[src/rtl/cm_lvl_burst_ctl_pkg.sv]
// cm_pkg_lvl_burst: types and helpers shared by the level-driven burst controller.
// Holds the FSM state type, the u32 alias and the log2/clamp helpers.
package cm_pkg_lvl_burst;

    typedef logic [31:0] u32;

    typedef enum logic [1:0] {
        ST_IDLE,
        ST_ARM,
        ST_BURST
    } lvl_burst_st_t;

    // Bits needed to hold values 0..v-1, never less than one.
    function automatic u32 sclog2(input u32 v);
        u32 r;
        r = '0;
        for (int i = 0; i < 32; i++) begin
            if ((64'd1 << i) < {32'd0, v}) begin
                r = u32'(i + 1);
            end
        end
        return (r == '0) ? u32'(1) : r;
    endfunction

    function automatic u32 thr_clamp(input u32 v, input u32 cap);
        if (v == '0) begin
            return u32'(1);
        end
        if (v > cap) begin
            return cap;
        end
        return v;
    endfunction

endpackage

[src/rtl/cm_lvl_burst_ctl_if.sv]
// cm_if_lvl: level report from a buffer (mst) to its consumer (slv).
// The consumer programs lvl_thr; the buffer answers with lvl_gte.
interface cm_if_lvl
    import cm_pkg_lvl_burst::*;
#(
    parameter u32 CAPACITY = 16
);
    localparam u32 LW = sclog2(CAPACITY + 1);

    logic          lim;
    logic [LW-1:0] lvl;
    logic          lvl_gte;
    logic [LW-1:0] lvl_thr;

    modport mst (
        output lim,
        output lvl,
        output lvl_gte,
        input  lvl_thr
    );

    modport slv (
        input  lim,
        input  lvl,
        input  lvl_gte,
        output lvl_thr
    );

endinterface

[src/rtl/cm_lvl_burst_ctl_tmr.sv]
// cm_tmr: clearable, enabled up-counter with a terminal-count flag.
// Clear has priority over enable.
module cm_tmr #(
    parameter int unsigned W  = 4,
    parameter int unsigned TC = 7
) (
    input  logic clk,
    input  logic rst,
    input  logic i_clr,
    input  logic i_en,
    output logic o_tc
);
    logic [W-1:0] r_cnt;

    always_ff @(posedge clk or posedge rst) begin
        if (rst) begin
            r_cnt <= '0;
        end else if (i_clr) begin
            r_cnt <= '0;
        end else if (i_en) begin
            r_cnt <= r_cnt + W'(1);
        end
    end

    assign o_tc = (r_cnt == W'(TC));

endmodule

[src/rtl/cm_lvl_burst_ctl.sv]
// cm_lvl_burst_ctl: waits for the buffer level to reach a threshold, then pops one burst.
// Define CM_LVL_BURST_TMO_EN to flush a partial burst after TMO_CYC stalled ARM cycles.
module cm_lvl_burst_ctl
    import cm_pkg_lvl_burst::*;
#(
    parameter u32  CAPACITY = 16,
    parameter u32  TMO_CYC  = 64,
    localparam u32 LW       = sclog2(CAPACITY + 1)
) (
    input  logic          clk,
    input  logic          rst,
    cm_if_lvl.slv         lvl_if,
    input  logic          i_en,
    input  logic [LW-1:0] i_cfg_thr,
    output logic          o_pop_vld,
    input  logic          i_pop_rdy,
    output logic          o_brst_act,
    output logic [LW-1:0] o_brst_len,
    output logic          o_brst_done,
    output logic          o_brst_tmo
);
    lvl_burst_st_t r_st;
    logic [LW-1:0] r_thr;
    logic [LW-1:0] r_rem;
    logic [LW-1:0] r_len;
    logic          r_settle;
    logic          r_tmo;

    logic [LW-1:0] w_thr_c;
    logic          w_hs;
    logic          w_last;
    logic          w_go;
    logic          w_flush;

    assign w_thr_c = LW'(thr_clamp(u32'(i_cfg_thr), CAPACITY));

    // lim means the source is empty, so requests are withheld until it refills
    assign o_pop_vld   = (r_st == ST_BURST) && !lvl_if.lim;
    assign w_hs        = o_pop_vld && i_pop_rdy;
    assign w_last      = w_hs && (r_rem == LW'(1));
    assign o_brst_done = w_last;
    assign o_brst_act  = (r_st == ST_BURST);
    assign o_brst_len  = r_len;
    assign o_brst_tmo  = r_tmo;

    assign lvl_if.lvl_thr = r_thr;

    // the first ARM cycle sees lvl_gte against the old threshold
    assign w_go = (r_st == ST_ARM) && !r_settle && lvl_if.lvl_gte;

`ifdef CM_LVL_BURST_TMO_EN
    localparam u32 TW = sclog2(TMO_CYC + 1);

    logic w_tmo_tc;
    logic w_tmo_clr;
    logic w_tmo_en;

    assign w_tmo_clr = (r_st != ST_ARM) || (lvl_if.lvl == '0);
    assign w_tmo_en  = (r_st == ST_ARM) && (lvl_if.lvl != '0)
                     && !lvl_if.lvl_gte;

    cm_tmr #(
        .W  (TW),
        .TC (TMO_CYC - 1)
    ) u_tmr (
        .clk   (clk),
        .rst   (rst),
        .i_clr (w_tmo_clr),
        .i_en  (w_tmo_en),
        .o_tc  (w_tmo_tc)
    );

    assign w_flush = (r_st == ST_ARM) && w_tmo_tc
                   && (lvl_if.lvl != '0) && !w_go;
`else
    assign w_flush = 1'b0;

    // TMO_CYC has no effect when the timeout is compiled out
    if (TMO_CYC == 0) begin : g_tmo_off
    end
`endif

    always_ff @(posedge clk or posedge rst) begin
        if (rst) begin
            r_st     <= ST_IDLE;
            r_thr    <= LW'(CAPACITY);
            r_rem    <= '0;
            r_len    <= '0;
            r_settle <= 1'b0;
            r_tmo    <= 1'b0;
        end else begin
            unique case (r_st)
                ST_IDLE: begin
                    if (i_en) begin
                        r_thr    <= w_thr_c;
                        r_settle <= 1'b1;
                        r_st     <= ST_ARM;
                    end
                end
                ST_ARM: begin
                    r_settle <= 1'b0;
                    if (w_go) begin
                        r_rem <= r_thr;
                        r_len <= r_thr;
                        r_tmo <= 1'b0;
                        r_st  <= ST_BURST;
                    end else if (w_flush) begin
                        r_rem <= lvl_if.lvl;
                        r_len <= lvl_if.lvl;
                        r_tmo <= 1'b1;
                        r_st  <= ST_BURST;
                    end
                end
                ST_BURST: begin
                    if (w_hs && (r_rem != '0)) begin
                        r_rem <= r_rem - LW'(1);
                    end
                    if (w_last) begin
                        if (i_en) begin
                            r_thr    <= w_thr_c;
                            r_settle <= 1'b1;
                            r_st     <= ST_ARM;
                        end else begin
                            r_st <= ST_IDLE;
                        end
                    end
                end
                default: begin
                    r_st <= ST_IDLE;
                end
            endcase
        end
    end

endmodule

[src/flat_wrapper.sv]
// flat-port wrapper written by rule: the top's interface ports become plain ports
module cm_lvl_burst_ctl_flat import cm_pkg_lvl_burst::*;
#(
    parameter u32  CAPACITY = 16,
    parameter u32  TMO_CYC  = 64,
    localparam u32 LW       = sclog2(CAPACITY + 1)
)
  (clk, rst, i_en, i_cfg_thr, o_pop_vld, i_pop_rdy, o_brst_act, o_brst_len, o_brst_done, o_brst_tmo, lvl_if_lim, lvl_if_lvl, lvl_if_lvl_gte, lvl_if_lvl_thr);
  cm_if_lvl #(.CAPACITY(CAPACITY)) lvl_if_i ();
  input  logic clk;
  input  logic rst;
  input  logic i_en;
  input  logic [LW-1:0] i_cfg_thr;
  output logic o_pop_vld;
  input  logic i_pop_rdy;
  output logic o_brst_act;
  output logic [LW-1:0] o_brst_len;
  output logic o_brst_done;
  output logic o_brst_tmo;
  input wire logic [$bits(lvl_if_i.lim)-1:0] lvl_if_lim;
  input wire logic [$bits(lvl_if_i.lvl)-1:0] lvl_if_lvl;
  input wire logic [$bits(lvl_if_i.lvl_gte)-1:0] lvl_if_lvl_gte;
  output wire logic [$bits(lvl_if_i.lvl_thr)-1:0] lvl_if_lvl_thr;
  assign lvl_if_i.lim = lvl_if_lim;
  assign lvl_if_i.lvl = lvl_if_lvl;
  assign lvl_if_i.lvl_gte = lvl_if_lvl_gte;
  assign lvl_if_lvl_thr = lvl_if_i.lvl_thr;
  cm_lvl_burst_ctl #(.CAPACITY(CAPACITY), .TMO_CYC(TMO_CYC)) u_core (.clk(clk), .rst(rst), .lvl_if(lvl_if_i), .i_en(i_en), .i_cfg_thr(i_cfg_thr), .o_pop_vld(o_pop_vld), .i_pop_rdy(i_pop_rdy), .o_brst_act(o_brst_act), .o_brst_len(o_brst_len), .o_brst_done(o_brst_done), .o_brst_tmo(o_brst_tmo));
endmodule
[config.mk]
export PLATFORM = sky130hd
export DESIGN_NAME = cm_lvl_burst_ctl_flat
export DESIGN_NICKNAME = d
export VERILOG_FILES = /design/src/rtl/cm_lvl_burst_ctl_pkg.sv /design/src/rtl/cm_lvl_burst_ctl_if.sv /design/src/rtl/cm_lvl_burst_ctl_tmr.sv /design/src/rtl/cm_lvl_burst_ctl.sv /design/src/flat_wrapper.sv
export SDC_FILE = /design/constraint.sdc
export NUM_CORES = 1
export LEC_CHECK = 0
export ABC_AREA = 1
export CORE_MARGIN = 4
export CORE_UTILIZATION = 34
export CTS_CLUSTER_DIAMETER = 50
export DETAILED_ROUTE_END_ITERATION = 7
export DONT_BUFFER_PORTS = 1
export GPL_TIMING_DRIVEN = 0
export SYNTH_ARGS = -nofsm -noshare
export SYNTH_HDL_FRONTEND = slang
export SYNTH_HIERARCHICAL = 1
export SYNTH_SLANG_ARGS = --single-unit
export TNS_END_PERCENT = 1
[constraint.sdc]
create_clock -name clk -period 1.5 [get_ports clk]
set_clock_uncertainty 0.1 [all_clocks]
set_input_delay 0.375 -clock clk [delete_from_list [all_inputs] [get_ports clk]]
set_output_delay 0.375 -clock clk [all_outputs]
set_load 0.01 [all_outputs]
==> results of run 1 <==
metal layers:
| metal | global-route usage (%) | up-vias | wire, microns |
|---|---|---|---|
| met3 | 2.73 | 4 | 95 |
| li1 | - | 429 | - |
| met4 | 6.36 | 0 | 42 |
| met5 | 0 | - | 0 |
| met2 | 21.8 | 21 | 1130 |
| met1 | 15.2 | 415 | 987 |
cells in the final DEF (no fill, tap or decap):
master,Yosys,layout
ha_2,0,1
o21ai_0,8,8
clkbuf_8,0,1
nand3_4,0,1
a21oi_1,2,1
a21boi_1,1,1
nand3_1,9,8
dlygate4sd3_1,0,1
conb_1,1,1
inv_4,0,1
nand3_2,1,1
o211ai_1,1,1
buf_4,1,8
nor3_4,1,1
nand2_1,52,48
dfrtp_1,17,17
nand2_2,1,2
nor2_4,0,4
clkbuf_4,0,3
a21oi_2,0,1
inv_1,19,17
a31oi_1,1,1
inv_2,2,3
nand2_4,1,4
ha_4,0,1
dfstp_2,1,1
nor2_1,8,7
power by group:
part | switching [uW] | total (uW) | internal, uW
sequential | 248 | 945 | 697
clock | 156 | 303 | 148
combinational | 584 | 970 | 386
what timing repair did:
item / CTS / global route
endpoints found under the setup margin: 4 / 17
gates resized for setup: 6 / 15
endpoints found under the hold margin: 7 / 0
buffers inserted: 7 / 0
gates cloned: 0 / 0
pin swaps: 5 / 5
hold buffers: 1 / 0
flip-flops by register name (all words and copies together) (netlist names):
signal and flops:
u_core/lvl_if.lvl_thr 5, u_core/o_brst_len 5, u_core/r_rem 5, u_core/r_st 2, u_core/r_settle 1
cell families after synthesis:
kind of cell               count (synthesis)  share of synthesized area [%]
other                                      1                          0.386
adders and majority gates                  2                           2.58
DFF                                       18                           46.5
and+or+nand+nor                           76                           34.3
buffers and inverters                     22                           8.89
AOI/OAI and AO/OA                         13                           7.35
per-stage QoR:
step,hold WS (ns),setup TNS (ns)
final,0.0632,-0.242
after global routing,0.0503,-0.960
after CTS,0.0539,-0.167
after detailed placement,0.326,0
after global placement,0.319,0
after floorplan,0.213,0
critical path, cell delays in order, from the launching register on:
cell and delay, ns:
dfrtp_1 0.40, inv_2 0.08, ha_4 0.13, nand2_4 0.05, nor2_4 0.13, nand2_2 0.07
inv_2 0.08
final cells by class:
| type | instances | area (sq um) |
|---|---|---|
| clock buffers | 4 | 36.3 |
| repair buffers | 8 | 62.6 |
| flip-flops and latches | 18 | 452 |
| well taps | 31 | 38.8 |
| inverters | 21 | 81.3 |
| multi-input cells | 92 | 512 |
| fillers | 264 | 1540 |
| plain buffers | 1 | 7.51 |
worst min path at each step:
stage / cells after the start / slack (ns) / end
2_1_floorplan: 1 / 0.21 / u_core/lvl_if.lvl_thr[0]$_DFFE_PP0P_
3_3_place_gp: 1 / 0.32 / u_core/o_brst_len[2]$_DFFE_PP0P_
3_5_place_dp: 1 / 0.33 / u_core/r_rem[3]$_DFFE_PP0P_
4_1_cts: 2 / 0.05 / u_core/lvl_if.lvl_thr[4]$_DFFE_PP1P_
5_1_grt: 2 / 0.05 / u_core/lvl_if.lvl_thr[4]$_DFFE_PP1P_
6_report: 2 / 0.06 / u_core/lvl_if.lvl_thr[4]$_DFFE_PP1P_
==> results.ini, run 1 <==
[logic_synthesis]
synth_top_area_cell=dfrtp_1
synth_nets=150
netlist_instances=132
syn_avg_cell_area_sq_um=7.36
synthTopCellsByCount=52 x nand2_1, 19 x inv_1, 17 x dfrtp_1
yosys_warnings=6
ys_types=20
syn_area_sq_um=971
ys.flop_type=dfrtp_1
synth_seq_cells=18
ys_seq_area_share_pct=46.5
ys_async_sr_fraction_pct=100
netlist.area_leader.share_pct=43.8
synth.area.top_cells=dfrtp_1 44%, nand2_1 20%, inv_1 7.3%
synth_edf_count=0
synth_most_common_cell=nand2_1

[critical_path]
crit_path_end_kind=output pin
crit_required_ns=1.02
r2r_end=u_core/r_rem[0]$_DFFE_PP0P_
endpoint=o_brst_done
worstSetupPathType=flip-flop to output pin
crit_arrival_ns=1.24
ff2ff_path_depth=8
reg2reg_from=u_core/r_rem[1]$_DFFE_PP0P_
cp-start-kind=flip-flop
critPathMaxFanout=2
r2r_slack_ns=-0.03
startpoint=u_core/r_rem[1]$_DFFE_PP0P_

[floorplan]
core_area_sq_um=2730
die_w_microns=61.4
start_util_pct=35.5
die_h_microns=61.4
dieArea_sq_um=3770
num_io_pins=30
num_rows=19

[layout]
layout-drive-gt1-share_pct=22.9
final_cells=175
postLayoutCoreUtil_pct=43.5
nNetsFinal=163
antenna_cells=0
syn2layout_area_growth_pct=22.6
finalInstanceArea_sq_um=1190

[run]
cap_violations=0

[sta]
rsz0062_at_grt=true
finalHoldViolations=0
setup_slack_ns=-0.212
min_period_ns=1.71
max_slew_margin_pct=54.2
finalCritPeriodShare_pct=114
worst_pin_slew_ns=0.686
drv_slew=0
fmax_mhz=584
final-setup-viol-count=3

[grt]
grt_max_degree=19
grt.overflow.total=0
grt_pass1_wl_microns=3550
grt_pass1_vias=808
track_usage_pct=12.8
grt_antenna_before_repair=0

[placed_design]
port-buffer-count=0
dp_slack_ns=0.00660
place_inst=163
place_hpwl_microns=1560
place_area_sq_um=1010
routabilityCongestion=0.808

[clocking]
cts_buffers=3
tritoncts=yes
htreeDepth=1
cts_max_path_buffers=2
clk_pin_slew_ns=0.11
root_buffer=clkbuf_4
clk_latency_ns=0.29
clock-sinks=18

[power_and_ir_drop]
power_uw=2220
p_leak_uw=0.000633
powerDensity_nw_per_um2=1860
peakVddDrop_uv=842

[detailed_routing]
wirelength_microns=2260
post_drt_wl_per_cell_microns=12.9
drc=0
vias_per_cell=4.97
postRouteAntennaNets=0
first_pass_iters=4
drt_iter0_drc=14
vias=869

[worst_hold_path]
hp-class=input pin to flip-flop
worstHoldStart=i_cfg_thr[4]

[status]
status=finished, violations left
violations=setup timing

No activity file was read; power rests on OpenSTA's default activity.
==> inputs of run 2 (changes only) <==
==> constraint.sdc (replaced) <==
create_clock -name clk -period 2.05 [get_ports clk]
set_clock_uncertainty 0.1 [all_clocks]
set_input_delay 0.5125 -clock clk [delete_from_list [all_inputs] [get_ports clk]]
set_output_delay 0.5125 -clock clk [all_outputs]
set_load 0.01 [all_outputs]
==> run 2 against run 1 <==
  * The run now ends clean
  * Die area stayed put
  * Clock-buffer cell count stayed put
  * Design area is 12% lower
  * Critical endpoint unchanged
==> results.ini, run 2 (same netlist as run 1, synthesis figures left out) <==
[clocking]
cts_buffers=3  ; unchanged
tritoncts=yes
htreeDepth=1  ; unchanged
clk_latency_ns=0.29  ; about the same
clk_pin_slew_ns=0.10  ; about the same
root_buffer=clkbuf_4
cts_setup_buffers=0  ; -7
clock-sinks=18  ; unchanged
cts_max_path_buffers=2  ; unchanged

[critical_path]
crit_path_end_kind=output pin
critPathMaxFanout=3  ; +1
worstSetupPathType=flip-flop to output pin
crit_arrival_ns=1.30  ; +0.06 ns
cp-start-kind=flip-flop
crit_required_ns=1.44  ; +0.42 ns

[power_and_ir_drop]
peakVddDrop_uv=591  ; -30%
powerDensity_nw_per_um2=1370  ; -26%
p_leak_uw=0.000583  ; -7.8%
power_uw=1440  ; -35%

[sta]
drv_slew=0  ; unchanged
hold_slack_ns=0.100  ; +0.0372 ns
final-setup-viol-count=0  ; -3
setup_slack_ns=0.134  ; +0.346 ns
tns_ns=0  ; +0.242 ns
worst_pin_slew_ns=0.677  ; -0.00838 ns
max_slew_margin_pct=54.8  ; +0.56 points
finalCritPeriodShare_pct=93.5
min_period_ns=1.92
finalHoldViolations=0  ; unchanged
rsz0062_at_grt=false
fmax_mhz=522

[floorplan]
core_area_sq_um=2730  ; unchanged
num_io_pins=30  ; unchanged
dieArea_sq_um=3770  ; unchanged
start_util_pct=35.5  ; unchanged
num_rows=19  ; unchanged
die_w_microns=61.4  ; unchanged
die_h_microns=61.4  ; unchanged

[placed_design]
routabilityCongestion=0.808  ; unchanged
port-buffer-count=0  ; unchanged
place_area_sq_um=1010  ; unchanged
dp_slack_ns=0.419  ; +0.413 ns
place_hpwl_microns=1560  ; unchanged

[layout]
n_fill_cell=273  ; +3.4%
final_common_cell=nand2_1
syn2layout_area_growth_pct=7.99
finalInstanceArea_sq_um=1050  ; -12%
final_cell_mix=52 x nand2_1, 19 x inv_1, 17 x dfrtp_1, 9 x nand3_1, 8 x o21ai_0
nNetsFinal=155  ; -4.9%
antenna_cells=0  ; unchanged
layout-drive-gt1-share_pct=11.8  ; -11 points

[run]
cap_violations=0  ; unchanged

[grt]
grt_pass1_vias=746  ; -7.7%
grt_pass1_wl_microns=3350  ; -5.4%
grt.overflow.total=0  ; unchanged
grt_antenna_before_repair=0  ; unchanged
grt_max_degree=19  ; unchanged
track_usage_pct=12.1  ; -0.70 points

[detailed_routing]
drt_iter0_drc=25  ; +11
vias=812  ; -6.6%
drc=0  ; unchanged
vias_per_cell=4.86  ; -2.1%
first_pass_iters=4  ; unchanged
wirelength_microns=2020  ; -10%
postRouteAntennaNets=0  ; unchanged
post_drt_wl_per_cell_microns=12.1  ; -6.1%

[worst_hold_path]
hp-class=input pin to async pin

[status]
status=finished clean

-- run 2: cell count changes in the layout (fill, tap and decap cells not counted), moves of 2 or more --
cell | previous run | this run
nor2_4 | 4 | 0
nand2_4 | 4 | 1
inv_1 | 17 | 19
nor2_2 | 0 | 4
nand2_1 | 48 | 52
buf_4 | 8 | 1
ha_1 | 0 | 2
-- run 2: worst paths after layout --
kind / start / end / slack [ns] / depth (start not counted)
worst max-delay path: u_core/r_rem[1]$_DFFE_PP0P_ / o_brst_done / 0.13 / 6
worst min-delay path: rst / u_core/r_rem[3]$_DFFE_PP0P_ / 0.10 / 1
worst max register to register: u_core/r_st[1]$_DFFE_PP0P_ / u_core/r_rem[0]$_DFFE_PP0P_ / 0.53 / 7
worst min register to register: u_core/r_rem[4]$_DFFE_PP0P_ / u_core/r_rem[4]$_DFFE_PP0P_ / 0.42 / 2
max in group asynchronous: rst / u_core/r_st[0]$_DFFE_PP0P_ / 1.32 / 1
min in group clk: i_cfg_thr[4] / u_core/lvl_if.lvl_thr[4]$_DFFE_PP1P_ / 0.21 / 2
-- run 2: layer usage --
| layer | share of wire (%) | wire length (microns) | vias to the layer above | GRT usage, % |
|---|---|---|---|---|
| li1 | - | - | 411 | - |
| met1 | 44 | 890 | 381 | 15.2 |
| met2 | 49 | 997 | 18 | 19.6 |
| met3 | 5.6 | 114 | 2 | 2.94 |
| met4 | 0.94 | 19 | 0 | 5.45 |
| met5 | 0 | 0 | - | 0 |
-- run 2: final cells by class --
class / instances / area, sq um / share of cell area, %
buffer: 1 / 7.51 / 0.716
clock buffer: 4 / 36.3 / 3.46
inverter: 21 / 78.8 / 7.52
multi-input combinational: 92 / 435 / 41.5
sequential: 18 / 452 / 43.1
tap: 31 / 38.8 / 3.70
-- run 2: critical path, cell delays in order (launching register included) --
cell and delay (ns):
dfrtp_1 0.39, inv_1 0.10, ha_1 0.15, nand2_1 0.06, nor2_2 0.14, nand2_1 0.06, inv_1 0.12
-- run 2: where the power goes --
part | switching (uW) | leakage, uW | internal (uW)
sequential | 180 | 0.000231 | 510
combinational | 342 | 0.000332 | 192
clock | 108 | 0.0000210 | 108
total | 630 | 0.000583 | 810
-- run 2: metrics by stage --
stage | util, % | std cells
floorplan | - | 132
global placement | 36.9 | 163
detailed placement | 36.9 | 163
CTS | 38.3 | 167
global route | 38.4 | 167
finish | 38.4 | 167
-- run 2: what timing repair did --
item / in CTS / in global routing
hold buffers: 0 / 0
resized for setup: 0 / 1
setup endpoints to repair: 0 / 1
